$ cat config.mk
export PLATFORM = sky130hd
export DESIGN_NAME = vme_ram_sampler_ctrl_flat
export DESIGN_NICKNAME = d
export VERILOG_FILES = /design/src/rtl/vme_ram_sampler_ctrl_if.sv /design/src/rtl/vme_ram_sampler_ctrl.sv /design/src/flat_wrapper.sv
export SDC_FILE = /design/constraint.sdc
export NUM_CORES = 1
export LEC_CHECK = 0
export CAP_MARGIN = 20
export CORE_MARGIN = 2
export CORE_UTILIZATION = 56
export DETAILED_ROUTE_END_ITERATION = 16
export PLACE_DENSITY_LB_ADDON = 0.1
export SYNTH_ARGS = -nofsm -noshare
export SYNTH_HDL_FRONTEND = slang
export SYNTH_SLANG_ARGS = --single-unit
$ cat constraint.sdc
create_clock -name clk -period 3.7 [get_ports clk]
set_input_delay 0.74 -clock clk [delete_from_list [all_inputs] [get_ports clk]]
set_output_delay 0.74 -clock clk [all_outputs]
set_load 0.005 [all_outputs]
$ cat src/rtl/vme_ram_sampler_ctrl_if.sv
// Sampler control bus: spill gate and per-spill configuration in, RAM write
// strobe/address and per-spill status out.
// master: spill-gate / VME side (drives live and config, observes status).
// slave : vme_ram_sampler_ctrl (consumes live and config, drives strobe and status).
interface vme_ram_sampler_ctrl_if #(
    parameter int AW = 12,
    parameter int IW = 17
);
    logic          live;        // spill gate, synchronous to clk
    logic [IW-1:0] interval;    // cycles per sample (0 behaves as 1)
    logic [IW-1:0] holdoff;     // cycles to wait after spill start
    logic          wrap_mode;   // 0 = stop at full, 1 = circular
    logic          wr_ena;      // one-cycle RAM write strobe
    logic [AW-1:0] wr_addr;     // RAM address, valid with wr_ena
    logic [AW:0]   n_samples;   // writes this spill, saturating at 2**AW
    logic          full;        // 2**AW writes done this spill
    logic          overflow;    // sample dropped or overwritten this spill
    logic          spill_done;  // one-cycle pulse at spill end

    modport master (
        output live, interval, holdoff, wrap_mode,
        input  wr_ena, wr_addr, n_samples, full, overflow, spill_done
    );

    modport slave (
        input  live, interval, holdoff, wrap_mode,
        output wr_ena, wr_addr, n_samples, full, overflow, spill_done
    );
endinterface

$ cat src/rtl/vme_ram_sampler_ctrl.sv
// Periodic RAM sampler control: after a holdoff, slices each live spill into
// interval-long bins and issues one RAM write per bin (stop-at-full or wrap).
// Latency: first strobe at E+H+I+1 (H>0) or E+I+1 (H=0), E = spill-start cycle.
// Ports: clk, reset (sync, active-high), smp_if (slave modport: live/interval/
// holdoff/wrap_mode in; wr_ena/wr_addr/n_samples/full/overflow/spill_done out).
// No backpressure: the RAM is assumed to accept every strobe.
module vme_ram_sampler_ctrl #(
    parameter int AW = 12,
    parameter int IW = 17
) (
    input  logic                 clk,
    input  logic                 reset,
    vme_ram_sampler_ctrl_if.slave smp_if
);

    localparam logic [AW:0]   DEPTH    = {1'b1, {AW{1'b0}}};
    localparam logic [AW-1:0] LAST_PTR = {AW{1'b1}};

    typedef enum logic [1:0] {
        ST_IDLE,
        ST_HOLDOFF,
        ST_SAMPLE,
        ST_FULL
    } state_t;

    state_t        state_q,      state_d;
    logic          live_dly_q,   live_dly_d;
    logic [IW-1:0] timer_q,      timer_d;
    logic [IW-1:0] ivl_q,        ivl_d;
    logic [IW-1:0] hold_q,       hold_d;
    logic          wrap_q,       wrap_d;
    logic [AW-1:0] ptr_q,        ptr_d;
    logic [AW-1:0] wr_addr_q,    wr_addr_d;
    logic [AW:0]   n_samples_q,  n_samples_d;
    logic          full_q,       full_d;
    logic          overflow_q,   overflow_d;
    logic          wr_ena_q,     wr_ena_d;
    logic          spill_done_q, spill_done_d;

    logic          spill_start;
    logic          spill_end;
    logic          ivl_expiry;
    logic          hold_expiry;
    logic [IW-1:0] timer_inc;

    // A rise is honoured from any state; a fall only ends an active spill.
    assign spill_start = smp_if.live & ~live_dly_q;
    assign spill_end   = ~smp_if.live & live_dly_q & (state_q != ST_IDLE);
    assign ivl_expiry  = (timer_q == ivl_q - IW'(1));
    assign hold_expiry = (timer_q == hold_q - IW'(1));
    assign timer_inc   = timer_q + IW'(1);

    always_ff @(posedge clk) begin
        if (reset) begin
            state_q      <= ST_IDLE;
            live_dly_q   <= 1'b1;   // ignore a spill already running at reset
            timer_q      <= '0;
            ivl_q        <= IW'(1);
            hold_q       <= '0;
            wrap_q       <= 1'b0;
            ptr_q        <= '0;
            wr_addr_q    <= '0;
            n_samples_q  <= '0;
            full_q       <= 1'b0;
            overflow_q   <= 1'b0;
            wr_ena_q     <= 1'b0;
            spill_done_q <= 1'b0;
        end else begin
            state_q      <= state_d;
            live_dly_q   <= live_dly_d;
            timer_q      <= timer_d;
            ivl_q        <= ivl_d;
            hold_q       <= hold_d;
            wrap_q       <= wrap_d;
            ptr_q        <= ptr_d;
            wr_addr_q    <= wr_addr_d;
            n_samples_q  <= n_samples_d;
            full_q       <= full_d;
            overflow_q   <= overflow_d;
            wr_ena_q     <= wr_ena_d;
            spill_done_q <= spill_done_d;
        end
    end

    always_comb begin
        state_d      = state_q;
        live_dly_d   = smp_if.live;
        timer_d      = timer_q;
        ivl_d        = ivl_q;
        hold_d       = hold_q;
        wrap_d       = wrap_q;
        ptr_d        = ptr_q;
        wr_addr_d    = wr_addr_q;
        n_samples_d  = n_samples_q;
        full_d       = full_q;
        overflow_d   = overflow_q;
        wr_ena_d     = 1'b0;
        spill_done_d = 1'b0;

        if (spill_start) begin
            // Configuration is frozen here for the whole spill.
            ivl_d       = (smp_if.interval == '0) ? IW'(1) : smp_if.interval;
            hold_d      = smp_if.holdoff;
            wrap_d      = smp_if.wrap_mode;
            timer_d     = '0;
            ptr_d       = '0;
            wr_addr_d   = '0;
            n_samples_d = '0;
            full_d      = 1'b0;
            overflow_d  = 1'b0;
            state_d     = (smp_if.holdoff != '0) ? ST_HOLDOFF : ST_SAMPLE;
        end else if (spill_end) begin
            // Takes priority over a coinciding expiry: that sample is lost.
            // Status registers are left untouched for readout.
            state_d      = ST_IDLE;
            timer_d      = '0;
            spill_done_d = 1'b1;
        end else begin
            case (state_q)
                ST_HOLDOFF: begin
                    if (hold_expiry) begin
                        state_d = ST_SAMPLE;
                        timer_d = '0;
                    end else begin
                        timer_d = timer_inc;
                    end
                end
                ST_SAMPLE: begin
                    if (ivl_expiry) begin
                        timer_d   = '0;
                        wr_ena_d  = 1'b1;
                        wr_addr_d = ptr_q;
                        ptr_d     = ptr_q + AW'(1);   // wraps naturally to 0
                        if (n_samples_q != DEPTH) begin
                            n_samples_d = n_samples_q + (AW+1)'(1);
                        end
                        // Any write after the buffer filled replaces old data.
                        if (full_q) begin
                            overflow_d = 1'b1;
                        end
                        if (ptr_q == LAST_PTR) begin
                            full_d = 1'b1;
                            if (!wrap_q) begin
                                state_d = ST_FULL;
                            end
                        end
                    end else begin
                        timer_d = timer_inc;
                    end
                end
                ST_FULL: begin
                    // Bins keep ticking so each dropped sample is noticed.
                    if (ivl_expiry) begin
                        timer_d    = '0;
                        overflow_d = 1'b1;
                    end else begin
                        timer_d = timer_inc;
                    end
                end
                default: begin
                    timer_d = '0;
                end
            endcase
        end
    end

    // Gate the strobe with reset so a pending write never leaks into a reset cycle.
    assign smp_if.wr_ena     = wr_ena_q & ~reset;
    assign smp_if.wr_addr    = wr_addr_q;
    assign smp_if.n_samples  = n_samples_q;
    assign smp_if.full       = full_q;
    assign smp_if.overflow   = overflow_q;
    assign smp_if.spill_done = spill_done_q;

endmodule
$ cat src/flat_wrapper.sv
// flat-port wrapper written by rule: the top's interface ports become plain ports
module vme_ram_sampler_ctrl_flat 
#(
    parameter int AW = 12,
    parameter int IW = 17
)
  (clk, reset, smp_if_live, smp_if_interval, smp_if_holdoff, smp_if_wrap_mode, smp_if_wr_ena, smp_if_wr_addr, smp_if_n_samples, smp_if_full, smp_if_overflow, smp_if_spill_done);
  vme_ram_sampler_ctrl_if #(.AW(AW), .IW(IW)) smp_if_i ();
  input  logic clk;
  input  logic reset;
  input wire logic [$bits(smp_if_i.live)-1:0] smp_if_live;
  input wire logic [$bits(smp_if_i.interval)-1:0] smp_if_interval;
  input wire logic [$bits(smp_if_i.holdoff)-1:0] smp_if_holdoff;
  input wire logic [$bits(smp_if_i.wrap_mode)-1:0] smp_if_wrap_mode;
  output wire logic [$bits(smp_if_i.wr_ena)-1:0] smp_if_wr_ena;
  output wire logic [$bits(smp_if_i.wr_addr)-1:0] smp_if_wr_addr;
  output wire logic [$bits(smp_if_i.n_samples)-1:0] smp_if_n_samples;
  output wire logic [$bits(smp_if_i.full)-1:0] smp_if_full;
  output wire logic [$bits(smp_if_i.overflow)-1:0] smp_if_overflow;
  output wire logic [$bits(smp_if_i.spill_done)-1:0] smp_if_spill_done;
  assign smp_if_i.live = smp_if_live;
  assign smp_if_i.interval = smp_if_interval;
  assign smp_if_i.holdoff = smp_if_holdoff;
  assign smp_if_i.wrap_mode = smp_if_wrap_mode;
  assign smp_if_wr_ena = smp_if_i.wr_ena;
  assign smp_if_wr_addr = smp_if_i.wr_addr;
  assign smp_if_n_samples = smp_if_i.n_samples;
  assign smp_if_full = smp_if_i.full;
  assign smp_if_overflow = smp_if_i.overflow;
  assign smp_if_spill_done = smp_if_i.spill_done;
  vme_ram_sampler_ctrl #(.AW(AW), .IW(IW)) u_core (.clk(clk), .reset(reset), .smp_if(smp_if_i));
endmodule
# After elaboration in Yosys (flattened, before gate mapping)
# Cells that the tools add are included.
dict set report totals {
  regBits 96
}
dict set report classes {
  n_addsub 5
  n_eq_ne 14
  muxes 18
  bitwise 9
  n_reduce_logical 14
}
# cell n
set op_table {}
lappend op_table {{$mux W17} 3}
lappend op_table {{$eq A17 B17 Y1} 2}
lappend op_table {{$pmux W17 S2} 1}
lappend op_table {{$sub A17 B1 Y17 const B} 2}
lappend op_table {{$add A17 B1 Y17 const B} 1}
lappend op_table {{$logic_not A17 Y1} 1}
lappend op_table {{$reduce_bool A17 Y1} 1}
lappend op_table {{$mux W2} 7}
lappend op_table {{$add A13 B1 Y13 const B} 1}
lappend op_table {{$ne A13 B13 Y1 const B} 1}
lappend op_table {{$add A12 B1 Y12 const B} 1}
lappend op_table {{$eq A12 B12 Y1 const B} 1}
lappend op_table {{$ne A4 B1 Y1 const B} 3}
lappend op_table {{$reduce_and A5 Y1} 2}
lappend op_table {{$reduce_and A4 Y1} 2}
lappend op_table {{$ne A2 B1 Y1 const B} 3}
lappend op_table {{$mux W1} 5}
lappend op_table {{$not A1 Y1} 5}
lappend op_table {{$and A1 B1 Y1} 4}
lappend op_table {{$eq A2 B2 Y1 const B} 2}
lappend op_table {{$ne A4 B4 Y1 const B} 1}
lappend op_table {{$pmux W2 S2} 1}
lappend op_table {{$reduce_bool A2 Y1} 2}
lappend op_table {{$reduce_bool A4 Y1} 1}
lappend op_table {{other kinds (6)} 7}

# Longest topological paths before layout
dict set report depth {
  depth_word 6
  mapped_depth 12
  mapped_depth_nobuf 10
}

# Least setup slack after synthesis
# No wires, ideal clock.
dict set report synth_path {
  path_kind {register to register}
  from {register u_core.ivl_q[2]}
  to {register u_core.ptr_q[2]}
  setup_ns 0.132
  t_arrival_ns 3.168
  required_time_ns 3.568
  setup_slack_ns 0.400
  path_stages_with_launch 13
  path_cell_list {dfxtp_1 buf_6 or4_1 buf_2 or3_1 a2111o_1 nor4_2 nand4_1 or4_4 buf_6 buf_4 o21ai_0 a21oi_1}
}
dict set report synth_between {
  elab_chain_cells 3
}
# item line
set synth_rtl {}
lappend synth_rtl {{start: declaration} vme_ram_sampler_ctrl.sv:29} ;# logic [IW-1:0] ivl_q, ivl_d;
lappend synth_rtl {{start signal: assignment} vme_ram_sampler_ctrl.sv:72} ;# ivl_q <= ivl_d;
lappend synth_rtl {{$sub A17 B1 Y17} vme_ram_sampler_ctrl.sv:49} ;# assign ivl_expiry = (timer_q == ivl_q - IW'(1));
lappend synth_rtl {{$eq A17 B17 Y1} vme_ram_sampler_ctrl.sv:49}
lappend synth_rtl {{$reduce_and A3 Y1 (no source line)} --}
lappend synth_rtl {{end signal: assignment} vme_ram_sampler_ctrl.sv:75} ;# ptr_q <= ptr_d;
lappend synth_rtl {{end: declaration} vme_ram_sampler_ctrl.sv:32} ;# logic [AW-1:0] ptr_q, ptr_d;
# No other way between the ends.
# A chain may end at the register's enable or synchronous reset.

# Final worst setup path
dict set report layout_path {
  from {register u_core.ivl_q[0]}
  to {register u_core.ptr_q[2]}
}
# The elaborated chain is that of the path after synthesis.

==> metrics.cfg <==
[status]
status=completed

[global_route]
antenna_found_initial=0
grt_pass1_vias=4677
grt_max_degree=46
overflow=0
grt_pass1_wl_um=21780
track_usage_pct=25.95

[worst_setup_path]
rrSetupSlack_ns=0.17
r2r_start=u_core.ivl_q[0]$_SDFFE_PP1P_
rr_worst_depth=8
endpoint_kind=flip-flop
required_ns=4.01
crit_arrival_ns=3.84
cp_max_fo=13
cp-start-kind=flip-flop
cp-endpoint=u_core.ptr_q[2]$_SDFFE_PP0P_
worstSetupStartpoint=u_core.ivl_q[0]$_SDFFE_PP1P_
timing.rr.end=u_core.ptr_q[2]$_SDFFE_PP0P_
critPathKind=flip-flop to flip-flop

[power_and_ir_drop]
p_clk_share_pct=30.5
power_density_nw_per_um2=344.8
sw_frac_of_total_pct=30.98
power_switching_w=0.0006769
ir_worst_vdd_uv=206.6
leakagePower_nw=2.369
seqPwrFrac_pct=50.1
p_int_w=0.001508
p_comb_share_pct=19.4

[drt]
drt_iter0_drc=240
drc=0
vias_per_cell=5.740
wl_per_cell_um=14.98
first_pass_iters=5
routed_wl_um=13080
via_count=5011
drtAntennaViolNets=0

[floorplan]
fp.dieArea_um2=10440
die_h_um=102.2
row_count=35
io_pins=67
die_w_um=102.2
fp.coreArea_um2=9284
start_util_pct=58.17

[synthesis]
synth_cells=689
syn_area_um2=5400
synth-edff-count=0
synthesis.nets=738
syn_avg_cell_area_um2=7.838
seq_area_frac_synth_pct=35.59
ys_types=56
synth-main-ff-cell=dfxtp_1
yosysWarnings=0
synthArstFlopShare_pct=0
ys_seq_elements=96

[sta]
min_period_over_period_pct=95.48
grt_setup_unrepaired=false
slew_headroom_pct=45.05
finalSetupTns_ns=0
fin_ws_ns=0.1673
slew_violations=0
finalHoldViolCount=0
worst_pin_slew_ns=0.8212
max_clock_freq_mhz=283.1
setup_violations=0
fin_crit_ns=3.533
skew_ns=0.01394

[finish]
fin_nets=788
syn_to_final_growth_pct=17.35
drive_gt1_share_pct=6.989
n_antenna_cell=0
fill_cells=834

[placement]
gp_congestion=0.9520
dp_slack_ns=0.2075
io_buffers=66
hpwl_um=9606

[cts]
cts_root_buf=clkbuf_8
clock_path_buffers=2
cts_tree=built
htreeDepth=3
hold_buffers=0
worstSkewPairLatency_ns=0.37
clk_pin_slew_ns=0.11
numCtsBuffers=9
clock-sinks=96

[worst_hold_path]
hold_class=flip-flop to flip-flop
min_path_cells=2

[job]
maxCapViolations=0

synthesized netlist by cell type, types with 3 or more instances:
master / number / area, um2
xor2_1: 27 / 236.5
inv_1: 24 / 90.09
a21oi_1: 51 / 255.2
nand3_1: 23 / 115.1
a211oi_1: 3 / 22.52
nor2b_1: 5 / 31.28
or4_1: 5 / 37.54
o21ai_0: 9 / 45.04
nor4_1: 30 / 187.7
nand4_1: 14 / 87.58
a31o_2: 9 / 78.83
nor2_1: 74 / 277.8
nand2b_1: 4 / 25.02
nor4b_1: 3 / 26.28
nand2_1: 108 / 405.4
nor3_1: 14 / 70.07
or3_1: 12 / 75.07
and3_1: 9 / 56.30
a21o_1: 3 / 22.52
dfxtp_1: 96 / 1922
ha_1: 11 / 137.6
nand3b_1: 3 / 22.52
clkbuf_1: 34 / 127.6
and2_1: 8 / 50.05
a2111o_1: 3 / 33.78
mux2i_1: 20 / 200.2
xnor2_1: 41 / 359.1
buf_2: 4 / 20.02
o31ai_1: 5 / 37.54
power groups by stage:
stage                     Clock, W  Sequential (W)  Combinational, W
after global routing      0.000714         0.00110          0.000472
after CTS                 0.000675         0.00109          0.000420
after floorplan                  0         0.00111          0.000299
final                     0.000667         0.00110          0.000423
after global placement           0         0.00112          0.000408
after detailed placement         0         0.00112          0.000417
worst min path at each step:
stage	from	endpoint	slack, ns
2_1_floorplan	u_core.wrap_q$_SDFFE_PP0P_	u_core.wrap_q$_SDFFE_PP0P_	0.44
3_3_place_gp	u_core.smp_if.overflow$_SDFFE_PP0P_	u_core.smp_if.overflow$_SDFFE_PP0P_	0.43
3_5_place_dp	u_core.smp_if.overflow$_SDFFE_PP0P_	u_core.smp_if.overflow$_SDFFE_PP0P_	0.44
4_1_cts	u_core.smp_if.overflow$_SDFFE_PP0P_	u_core.smp_if.overflow$_SDFFE_PP0P_	0.45
5_1_grt	u_core.smp_if.overflow$_SDFFE_PP0P_	u_core.smp_if.overflow$_SDFFE_PP0P_	0.48
6_report	u_core.smp_if.overflow$_SDFFE_PP0P_	u_core.smp_if.overflow$_SDFFE_PP0P_	0.45
critical path, stage by stage (launching register included):
cell and delay (ns):
dfxtp_1 0.38, or4_1 0.64, or3_1 0.41, a2111o_1 0.46
nor4_2 0.29, nand4_1 0.14, or4_4 0.66, or3_1 0.35
a21oi_1 0.14
metrics by stage:
stage / hold WS [ns] / std cells / instance area (um2) / power, W / util, %
CTS: 0.4532 / 873 / 6336 / 0.002190 / 68.25
detailed placement: 0.4366 / 857 / 6152 / 0.001536 / 66.27
floorplan: 0.4367 / 689 / 5400 / 0.001407 / -
finish: 0.4549 / 873 / 6337 / 0.002185 / 68.26
global route: 0.4809 / 873 / 6337 / 0.002288 / 68.26
global placement: 0.4324 / 857 / 6152 / 0.001525 / 66.27
layout by cell type (no fill, tap or decap), types with 3 or more instances in the layout:
| master | count |
|---|---|
| nand4_1 | 14 |
| nor2b_1 | 4 |
| o31ai_1 | 5 |
| mux2i_1 | 20 |
| and3_1 | 9 |
| nand3b_1 | 3 |
| nand2b_1 | 4 |
| clkbuf_8 | 9 |
| or4_1 | 5 |
| nor3_1 | 14 |
| nand3_1 | 23 |
| o21ai_0 | 9 |
| dfxtp_1 | 96 |
| xnor2_1 | 41 |
| a211oi_1 | 3 |
| buf_4 | 14 |
| a21o_1 | 3 |
| nor4b_1 | 3 |
| nor4_1 | 30 |
| inv_1 | 24 |
| or3_1 | 12 |
| a21oi_1 | 51 |
| xor2_1 | 27 |
| a31o_2 | 9 |
| and2_1 | 8 |
| nor2_1 | 74 |
| clkdlybuf4s50_1 | 66 |
| nand2_1 | 108 |
| ha_1 | 11 |
metal layers:
metal / track usage, % / vias to the layer above / wire [um]
met5: 0 / - / 0
met4: 7.692 / 0 / 161
met3: 2.804 / 14 / 576
met2: 43.78 / 145 / 6184
met1: 35.18 / 2359 / 6157
li1: - / 2493 / -
layout make-up:
cell class,count,area [um2],area share (%)
Tap cell,129,161.4,2.547
Multi-Input combinational cell,528,3214,50.72
Inverter,24,90.09,1.422
Sequential cell,96,1922,30.33
Timing Repair Buffer,80,765.7,12.08
Clock buffer,9,123.9,1.955
Clock inverter,7,60.06,0.9477
repair_timing:
item | in CTS | in global routing
buffers inserted | 0 | 0
resized for setup | 0 | 1
endpoints found under the setup margin | 0 | 17
endpoints found under the hold margin | 0 | 0
flip-flops by register name, summed over array words and instances (netlist names), 2 cells and up:
signal                   flops
u_core.state_q               2
u_core.hold_q               17
u_core.smp_if.n_samples     13
u_core.ivl_q                17
u_core.timer_q              17
u_core.smp_if.wr_addr       12
u_core.ptr_q                12
cell families after synthesis:
| group | synth area share [%] |
|---|---|
| adder cells (fa/ha/maj) | 2.549 |
| multiplexers | 3.916 |
| AO/OA/AOI/OAI | 12.65 |
| flip-flops | 35.59 |
| AND/OR/NAND/NOR | 29.31 |
| buffers and inverters | 4.958 |
| XOR/XNOR | 11.03 |
(Power assumes the default switching activity.)
